**src/rtl/ring_seq_gen.sv**
```systemverilog
// ---------------------------------------------------------------------------
// ring_seq_gen
//   One-hot ring / Johnson sequence generator with a programmable step
//   prescaler, direction control, validated parallel load, self-correction
//   of illegal states, and single-cycle step / wrap / error strobes.
//
// Parameters
//   WIDTH     number of sequence bits (>= 2)
//   SEED_POS  bit index that is set in the ring-mode seed
//   DIV_W     prescaler width
//
// Ports
//   clk       clock, all state on the rising edge
//   rst_n     asynchronous active-low reset
//   en        advance enable; the prescaler only counts while en=1
//   dir       0: shift up (bit i -> i+1), 1: shift down
//   mode      0: ring (one-hot), 1: Johnson (thermometer)
//   load      parallel load strobe
//   load_val  value to load (rejected and reseeded if illegal for mode)
//   div       advance once every div+1 enabled cycles
//   q         registered sequence state
//   step      pulse in the cycle q shows an advanced value
//   wrap      pulse in the cycle q returns to the seed through an advance
//   err       pulse in the cycle q shows a corrected / rejected value
// ---------------------------------------------------------------------------
module ring_seq_gen #(
    parameter int WIDTH    = 6,
    parameter int SEED_POS = 3,
    parameter int DIV_W    = 8
) (
    input  logic             clk,
    input  logic             rst_n,
    input  logic             en,
    input  logic             dir,
    input  logic             mode,
    input  logic             load,
    input  logic [WIDTH-1:0] load_val,
    input  logic [DIV_W-1:0] div,
    output logic [WIDTH-1:0] q,
    output logic             step,
    output logic             wrap,
    output logic             err
);

    localparam logic [WIDTH-1:0] SEED_R = {{(WIDTH-1){1'b0}}, 1'b1} << SEED_POS;
    localparam logic [WIDTH-1:0] SEED_J = '0;

    logic [WIDTH-1:0] q_reg, q_next;
    logic             mode_reg, mode_next;
    logic [DIV_W-1:0] cnt_reg, cnt_next;
    logic             step_reg, step_next;
    logic             wrap_reg, wrap_next;
    logic             err_reg, err_next;

    logic [WIDTH-1:0] ring_up, ring_dn, john_up, john_dn;
    logic [WIDTH-1:0] adv_q;
    logic [WIDTH-1:0] seed_sel;
    logic             adv;

    // Ring: exactly one bit set. Johnson: a run of ones anchored at either end
    // (low-side run, or its complement is a low-side run), which also covers
    // all-zeros and all-ones.
    function automatic logic is_legal(input logic [WIDTH-1:0] v, input logic m);
        logic [WIDTH-1:0] nv;
        nv = ~v;
        if (m)
            is_legal = ((v & (v + WIDTH'(1))) == '0) || ((nv & (nv + WIDTH'(1))) == '0);
        else
            is_legal = ($countones(v) == 1);
    endfunction

    // Per-bit shift networks for both modes and directions.
    generate
        for (genvar gi = 0; gi < WIDTH; gi++) begin : g_shift
            if (gi == 0) begin : g_lsb
                assign ring_up[gi] = q_reg[WIDTH-1];
                assign john_up[gi] = ~q_reg[WIDTH-1];
            end else begin : g_up
                assign ring_up[gi] = q_reg[gi-1];
                assign john_up[gi] = q_reg[gi-1];
            end
            if (gi == WIDTH-1) begin : g_msb
                assign ring_dn[gi] = q_reg[0];
                assign john_dn[gi] = ~q_reg[0];
            end else begin : g_dn
                assign ring_dn[gi] = q_reg[gi+1];
                assign john_dn[gi] = q_reg[gi+1];
            end
        end
    endgenerate

    always_comb begin
        case ({mode_reg, dir})
            2'b00:   adv_q = ring_up;
            2'b01:   adv_q = ring_dn;
            2'b10:   adv_q = john_up;
            default: adv_q = john_dn;
        endcase
    end

    // Seed follows the requested mode; in every branch that uses it below
    // except the mode switch, mode already equals mode_reg.
    assign seed_sel = mode ? SEED_J : SEED_R;
    assign adv      = en && (cnt_reg == div);

    always_comb begin
        q_next    = q_reg;
        mode_next = mode_reg;
        cnt_next  = en ? cnt_reg + DIV_W'(1) : cnt_reg;
        step_next = 1'b0;
        wrap_next = 1'b0;
        err_next  = 1'b0;

        if (mode != mode_reg) begin
            mode_next = mode;
            q_next    = seed_sel;
            cnt_next  = '0;
        end else if (load) begin
            // Load takes priority over a coincident advance.
            cnt_next = '0;
            if (is_legal(load_val, mode)) begin
                q_next = load_val;
            end else begin
                q_next   = seed_sel;
                err_next = 1'b1;
            end
        end else if (!is_legal(q_reg, mode_reg)) begin
            q_next   = seed_sel;
            err_next = 1'b1;
            cnt_next = '0;
        end else if (adv) begin
            q_next    = adv_q;
            step_next = 1'b1;
            wrap_next = (adv_q == seed_sel);
            cnt_next  = '0;
        end
    end

    always_ff @(posedge clk or negedge rst_n) begin
        if (!rst_n) begin
            q_reg    <= SEED_R;
            mode_reg <= 1'b0;
            cnt_reg  <= '0;
            step_reg <= 1'b0;
            wrap_reg <= 1'b0;
            err_reg  <= 1'b0;
        end else begin
            q_reg    <= q_next;
            mode_reg <= mode_next;
            cnt_reg  <= cnt_next;
            step_reg <= step_next;
            wrap_reg <= wrap_next;
            err_reg  <= err_next;
        end
    end

    assign q    = q_reg;
    assign step = step_reg;
    assign wrap = wrap_reg;
    assign err  = err_reg;

endmodule
```
**config.mk**
```make
export PLATFORM = sky130hd
export DESIGN_NAME = ring_seq_gen
export DESIGN_NICKNAME = d
export VERILOG_FILES = /design/src/rtl/ring_seq_gen.sv
export SDC_FILE = /design/constraint.sdc
export NUM_CORES = 1
export LEC_CHECK = 0
export BUFFER_PORTS_ARGS = -buffer_cell sky130_fd_sc_hd__buf_2
export CORE_UTILIZATION = 40
export DETAILED_ROUTE_END_ITERATION = 8
export GPL_ROUTABILITY_DRIVEN = 0
export PLACE_DENSITY = 0.73
export SLEW_MARGIN = 30
export SYNTH_ARGS = -nofsm -noshare
export SYNTH_HDL_FRONTEND = slang
export SYNTH_SLANG_ARGS = --single-unit
```
**constraint.sdc**
```tcl
create_clock -name clk -period 10.3 [get_ports clk]
set_clock_uncertainty 0.05 [all_clocks]
set_input_delay 0.515 -clock clk [delete_from_list [all_inputs] [get_ports clk]]
set_output_delay 0.515 -clock clk [all_outputs]
set_load 0.005 [all_outputs]
```
==> key figures, run 1 <==
Yosys
  • Netlist cell types: 38
  • Post-synthesis cell count: approximately 170
  • Seq cells post-synth: 18
  • Syn Area/Cell: 8.93 µm²
  • Ys async rst share: 100%
  • Mapped Nets: 208
  • Ys flop type: dfrtp_1
  • Yosys Warn Count: 0
  • Synthesized cell area: 1530 µm²
  • Number of synthesized flops with an enable pin: 0
  • Seq/Total Area, Yosys: about 30%

Clock tree
  • Max H-tree Level: 1
  • Cts repair resizes: 0
  • Clock Path Buffers: 2
  • Post-CTS setup buffer count: 0
  • Clock latency on the worst-skew pair: 0.25 ns
  • TritonCTS clock tree: yes
  • Root buf cell: clkbuf_8
  • CTS Buf Count: 3
  • CTS clock-pin slew for the worst setup and hold paths: 0.07 ns
  • Clock Sinks: 18
  • Post-CTS Hold Buffers: 0

Power and ir drop
  • Reg power frac: 33.1%
  • Combinational power share: 48.4%
  • PD cells: approximately 180 nW/µm²
  • Internal: 180 µW
  • Psw: 126 µW
  • Clock Power Share: 18.5%
  • VDD IR max: roughly 60 µV
  • Pleak: 0.828 nW
  • Net Sw Frac: 41.3%

STA
  • Setup TNS: 0 ns
  • Final Hold Vio Count: 0
  • Setup violators final: 0
  • Peak Freq: between 200 and 250 MHz
  • RSZ-0062 raised after global routing: no
  • Tmin final: 4.14 ns
  • Slew headroom: 61.0%
  • Final worst path period share: 40.2%
  • Hold WS: between 0.1 and 0.15 ns
  • Final slew viol count: 0
  • Tightest Pin Transition: about 0.6 ns

GRT
  • Gr ovfl total: 0
  • First-pass GRT wire length: just under 6000 µm
  • Largest net degree at the start of global routing: 19
  • Total GRT Usage: 18.2%
  • Vias in the first global route: around 1300
  • Initial antenna violation count: 0

Routing
  • Vias/cell: 5.19
  • ANT nets after route: 0
  • Final WL: roughly 3200 µm
  • 1st-iter DRT viols: ~50
  • Wirelength per Cell: 13.1 µm
  • Vias after detailed routing: 1266
  • Pre-antenna DRT Iters: 4
  • DRC errors left: 0

Layout
  • Footprint of the multi-input gates: 967 µm²
  • Most common cell after layout, fill and taps aside: buf_2
  • Layout Nets: 234
  • Seq. cell area: 452 µm²
  • Ant diodes: 0
  • Fin area: 1750 µm²
  • Area delta synth->final: 14.3%
  • Max FFs per register: 8
  • Layout cells sized above 1: 18.9%
  • Filler cells: 370
  • Commonest cells after routing, fill and taps aside: buf_2 (28), inv_1 (18), dfrtp_1 (17)

Setup path
  • CP required: 10.37 ns
  • CP peak stage delay: 0.80 ns
  • Crit path top cell by count: fa_1
  • CP Cell Sequence: inv_1 > fa_1 > fa_1 > inv_1 > ha_1 > fa_1 > nor2_1 > a21oi_1 > or2_2 > or4_1 > nand2_1 > o22ai_1
  • Startpoint types: flip-flop
  • End of the critical path: q[1]
  • CP Max Fanout: 18
  • FF-to-FF setup slack: 6.16 ns
  • Worst Setup Path Type: reg -> reg
  • RR Startpoint: q[0]
  • R2r endpoint: q[1]
  • Crit path from: q[0]
  • CP endpoint kind: flip-flop
  • CP max-delay cell: or4_1
  • Worst path arrival time: between 4 and 5 ns
  • R2R depth: 12

Place
  • Detail Placement HPWL: 2550 µm
  • Post-place instance area: 1690 µm²
  • Number of port buffers: 28

Floorplan
  • CORE AREA: 3660 µm²
  • Ports: 29
  • Die X: 63.8 µm
  • Initial Utilization: 41.7%
  • Die H: around 64 µm
  • DIE AREA: approximately 4000 µm²
  • Row cnt: 22

Min path
  • Hold Path Class: in -> async

Flow run
  • Max_cap viols: 0

Outcome
  • Status: completed
[critical path: cells and delay by family, from the launching register on]
kind            cells  cell delay [ns]
flops               1             0.50
compound gates      2             0.16
buf+inv             2             0.23
simple gates        4             1.45
fa+ha+maj           4             1.61
[routing by layer]
layer / GRT usage, % / share of wire, %
met5: 0 / 0
met4: 3.98 / 0.97
met3: 3.75 / 4.3
met2: 29.1 / 46
met1: 25.2 / 49
[through the flow]
stage / cells / util [%] / total power, mW / worst slack [ns]
after floorplan: 171 / - / 0.209 / 6.60
after global placement: 240 / 46.2 / 0.249 / 6.22
after detailed placement: 240 / 46.2 / 0.252 / 6.16
after CTS: 244 / 47.7 / 0.310 / 6.14
after global routing: 244 / 47.7 / 0.340 / 5.92
final: 244 / 47.7 / 0.306 / 6.16
[synthesized netlist by cell type (2+ instances only)]
cell	count	area [µm²]
dfrtp_1	17	425
nor2_1	15	56.3
or4_1	2	15.0
nand3_1	4	20.0
mux2i_1	3	30.0
a31oi_1	3	18.8
o22ai_1	3	18.8
nor3_1	5	25.0
o21ai_0	6	30.0
nand4_1	4	25.0
a21oi_1	4	20.0
and3_1	3	18.8
buf_2	2	10.0
clkbuf_1	4	15.0
nand2_1	11	41.3
ha_1	11	138
a2111oi_0	2	17.5
nor2b_1	6	37.5
o31ai_1	3	22.5
a22oi_1	5	37.5
inv_1	18	67.6
xnor2_1	12	105
xor2_1	7	61.3
a2111oi_2	2	30.0
fa_1	6	120
[kinds of logic after synthesis]
logic type,after synthesis,synth area share [%]
buf+inv,26,7.05
flops,18,29.6
fa+ha+maj,17,16.9
xor+xnor,19,10.9
compound gates,35,16.6
simple gates,53,17.0
mux,3,1.97
[how the worst min path moves through the flow]
stage / slack [ns] / endpoint / start
after floorplan: 0.17 / cnt_reg[0] / rst_n
after global placement: 0.41 / cnt_reg[4] / rst_n
after detailed placement: 0.42 / cnt_reg[1] / rst_n
after CTS: 0.14 / cnt_reg[1] / rst_n
after global routing: 0.15 / cnt_reg[3] / rst_n
final: 0.13 / cnt_reg[1] / rst_n
[area by class of cell]
| type | instances | area share, % |
|---|---|---|
| multi-input cells | 127 | 55.4 |
| flip-flops and latches | 18 | 25.9 |
| repair buffers | 28 | 8.03 |
| inverters | 19 | 4.09 |
| well taps | 48 | 3.44 |
| clock buffers | 4 | 3.15 |
[power by group through the flow]
stage | clock [mW] | sequential [mW] | combinational [mW]
after floorplan | 0 | 0.0985 | 0.110
after global placement | 0 | 0.102 | 0.147
after detailed placement | 0 | 0.103 | 0.149
after CTS | 0.0581 | 0.102 | 0.150
after global routing | 0.0633 | 0.105 | 0.172
final | 0.0568 | 0.101 | 0.148
Power figures use the tool's default switching activity.
==> run 2, diff against run 1 <==
--- a/config.mk
+++ b/config.mk
@@ -5,11 +5,12 @@
 export SDC_FILE = /design/constraint.sdc
 export NUM_CORES = 1
 export LEC_CHECK = 0
+export ABC_AREA = 1
 export BUFFER_PORTS_ARGS = -buffer_cell sky130_fd_sc_hd__buf_2
 export CORE_UTILIZATION = 40
 export DETAILED_ROUTE_END_ITERATION = 8
 export GPL_ROUTABILITY_DRIVEN = 0
-export PLACE_DENSITY = 0.73
+export PLACE_DENSITY = 0.74
 export SLEW_MARGIN = 30
 export SYNTH_ARGS = -nofsm -noshare
 export SYNTH_HDL_FRONTEND = slang
==> constraint.sdc (replaced) <==
create_clock -name clk -period 3.75 [get_ports clk]
set_clock_uncertainty 0.05 [all_clocks]
set_input_delay 0.1875 -clock clk [delete_from_list [all_inputs] [get_ports clk]]
set_output_delay 0.1875 -clock clk [all_outputs]
set_load 0.005 [all_outputs]
==> run 2 against run 1 <==
Critical endpoint unchanged. Power rose to 3.0 times the previous value. Clock-buffer cell count unchanged. Wire length up 14%. Synthesized area increased by 15%. Core utilization is 0.97 points higher. Largest power group unchanged. Hold slack worse by 0.068 ns. Critical path type unchanged. Largest cell class unchanged. Non-clock buffer count grew 1. Cell count up 34%. Maximum frequency is 28% higher.
==> key figures, run 2 <==
GRT
  • Gr ovfl total: 0 (unchanged)
  • Largest net degree at the start of global routing: 19 (unchanged)
  • Initial antenna violation count: 0 (unchanged)
  • First-pass GRT wire length: 6310 µm (was 5780 µm)
  • Vias in the first global route: 1417 (was 1259)
  • Total GRT Usage: 18.4% (was 18.2%)

STA
  • Peak Freq: 309 MHz (was 241 MHz)
  • Final worst path period share: 86.3% (was 40.2%)
  • Final slew viol count: 0 (unchanged)
  • Setup violators final: 0 (unchanged)
  • Tmin final: 3.24 ns (was 4.14 ns)
  • Setup TNS: 0 ns (unchanged)
  • RSZ-0062 raised after global routing: no (unchanged)
  • Hold WS: 0.0603 ns (was 0.128 ns)
  • Final Hold Vio Count: 0 (unchanged)
  • Slew headroom: 70.2% (was 61.0%)
  • Tightest Pin Transition: 0.446 ns (was 0.584 ns)

Routing
  • Wirelength per Cell: 11.1 µm (was 13.1 µm)
  • DRC errors left: 0 (unchanged)
  • ANT nets after route: 0 (unchanged)
  • Pre-antenna DRT Iters: 4 (unchanged)
  • Vias after detailed routing: 1520 (was 1266)
  • Final WL: 3630 µm (was 3190 µm)
  • 1st-iter DRT viols: 46 (was 49)
  • Vias/cell: 4.63 (was 5.19)

Power and ir drop
  • Total Power: 932 µW (was 306 µW)
  • PD cells: 466 nW/µm² (was 176 nW/µm²)
  • Pleak: 1.09 nW (was 0.828 nW)
  • VDD IR max: 155 µV (was 59.9 µV)

Place
  • Detail Placement HPWL: 2990 µm (was 2550 µm)
  • Post-place instance area: 1940 µm² (was 1690 µm²)
  • Number of port buffers: 28 (unchanged)

Layout
  • Most common cell after layout, fill and taps aside: nand2_1 (was buf_2)
  • Max FFs per register: 8 (unchanged)
  • Ant diodes: 0 (unchanged)
  • Layout Nets: 316 (was 234)
  • Fin area: 2000 µm² (was 1750 µm²)
  • Commonest cells after routing, fill and taps aside: nand2_1 (83), inv_1 (36), buf_2 (28) (was buf_2 (28), inv_1 (18), dfrtp_1 (17))
  • Area delta synth->final: 14.0% (was 14.3%)
  • Layout cells sized above 1: 23.0% (was 18.9%)

Yosys
  • Post-synthesis cell count: 249 (was 171)
  • Netlist cell types: 34 (was 38)
  • Ys async rst share: 100% (unchanged)
  • Mapped Nets: 286 (was 208)
  • Most common cell in the netlist: nand2_1 (was inv_1)
  • Synthesized cell area: 1760 µm² (was 1530 µm²)
  • Post-synth top cells: nand2_1 (83), inv_1 (36), dfrtp_1 (17), nor2_1 (15), nand3_1 (14) (was inv_1 (18), dfrtp_1 (17), nor2_1 (15), xnor2_1 (12))
  • Syn Area/Cell: 7.05 µm² (was 8.93 µm²)
  • Number of synthesized flops with an enable pin: 0 (unchanged)
  • Top cells by area, synth: dfrtp_1 (24%), nand2_1 (18%), ha_1 (7.8%) (was dfrtp_1 (28%), ha_1 (9.0%), fa_1 (7.9%))
  • Seq/Total Area, Yosys: 25.7% (was 29.6%)
  • Area leader, netlist: dfrtp_1 (unchanged)
  • Ys flop type: dfrtp_1 (unchanged)
  • Seq cells post-synth: 18 (unchanged)
  • Yosys Warn Count: 0 (unchanged)
  • Synth top area share: 24.2% (was 27.9%)

Min path
  • Hold Path Class: in -> reg (was in -> async)

Floorplan
  • Die H: 68.2 µm (was 63.8 µm)
  • Die X: 68.2 µm (was 63.8 µm)
  • DIE AREA: 4660 µm² (was 4070 µm²)
  • CORE AREA: 4120 µm² (was 3660 µm²)
  • Row cnt: 23 (was 22)
  • Initial Utilization: 42.7% (was 41.7%)
  • Ports: 29 (unchanged)

Clock tree
  • Post-CTS Hold Buffers: 1 (was 0)
  • Root buf cell: clkbuf_8 (unchanged)
  • Clock Sinks: 18 (unchanged)
  • Post-CTS setup buffer count: 0 (unchanged)
  • CTS clock-pin slew for the worst setup and hold paths: 0.08 ns (was 0.07 ns)
  • TritonCTS clock tree: yes (unchanged)
  • Clock latency on the worst-skew pair: 0.26 ns (was 0.25 ns)
  • Clock Path Buffers: 2 (unchanged)
  • Cts repair resizes: 0 (unchanged)
  • Max H-tree Level: 1 (unchanged)
  • CTS Buf Count: 3 (unchanged)

Setup path
  • Worst path arrival time: 3.33 ns (was 4.21 ns)
  • Delay-heaviest family, CP: adder cells (unchanged)
  • Startpoint types: flip-flop (unchanged)
  • CP endpoint kind: flip-flop (unchanged)
  • CP Cell Sequence: inv_1 > fa_1 > fa_1 > inv_1 > ha_1 > fa_1 > inv_1 > nand3_1 > nand2_1 > nand3_4 > nor2_8 > nor2_4 > nand2_1 > nand2_1 (was inv_1 > fa_1 > fa_1 > inv_1 > ha_1 > fa_1 > nor2_1 > a21oi_1 > or2_2 > or4_1 > nand2_1 > o22ai_1)
  • CP required: 3.85 ns (was 10.37 ns)
  • CP Max Fanout: 9 (was 18)
  • CP peak stage delay: 0.51 ns (was 0.80 ns)
  • CP max-delay cell: fa_1 (was or4_1)
  • Worst Setup Path Type: reg -> reg (unchanged)
  • Worst path bufs/invs: 3 (was 2)

Outcome
  • Status: completed (unchanged)

Flow run
  • Max_cap viols: 0 (unchanged)
[run 2: worst paths after layout]
| kind | start | endpoint | slack (ns) | cells after the start |
|---|---|---|---|---|
| max | q[0] | q[1] | 0.51 | 14 |
| min reg2reg | q[3] | q[3] | 0.46 | 2 |
| min | mode | mode_reg | 0.06 | 1 |
| min in group asynchronous | rst_n | cnt_reg[5] | 0.35 | 2 |
| max reg2reg | q[0] | q[1] | 0.51 | 14 |
| max in group asynchronous | rst_n | q[3] | 2.96 | 2 |
[run 2: layer usage]
metal	global-route usage (%)	vias up	share of wire [%]
li1	-	805	-
met1	22.2	678	47
met2	32.7	32	48
met3	2.67	5	3.6
met4	7.03	0	1.5
met5	0	-	0
[run 2: power breakdown]
part           internal [mW]  switching [mW]  total, mW
clock network         0.0935          0.0704      0.164
logic                  0.187           0.314      0.501
registers              0.223          0.0445      0.268
[run 2: logic make-up after synthesis]
kind of cell	count (synthesis)	share of synthesized area [%]
AOI/OAI and AO/OA	13	4.28
adders and majority gates	17	14.7
and+or+nand+nor	141	38.7
xor gates and xnor gates	11	5.49
buffers and inverters	49	11.1
DFF	18	25.7
[run 2: per-stage QoR]
step | setup WS [ns] | utilization, % | std cells
finish | 0.514 | 48.6 | 328
global route | 0.302 | 48.6 | 328
floorplan | 0.699 | - | 249
detailed placement | 0.507 | 47.1 | 323
CTS | 0.495 | 48.6 | 328
global placement | 0.589 | 47.1 | 323
[run 2: final cells by class]
class                      instances  area, µm²
multi-input combinational        182       1110
inverter                          45        174
clock buffer                       4       55.1
timing repair buffer              29        150
fill                             408       2110
sequential                        18        452
tap                               50       62.6
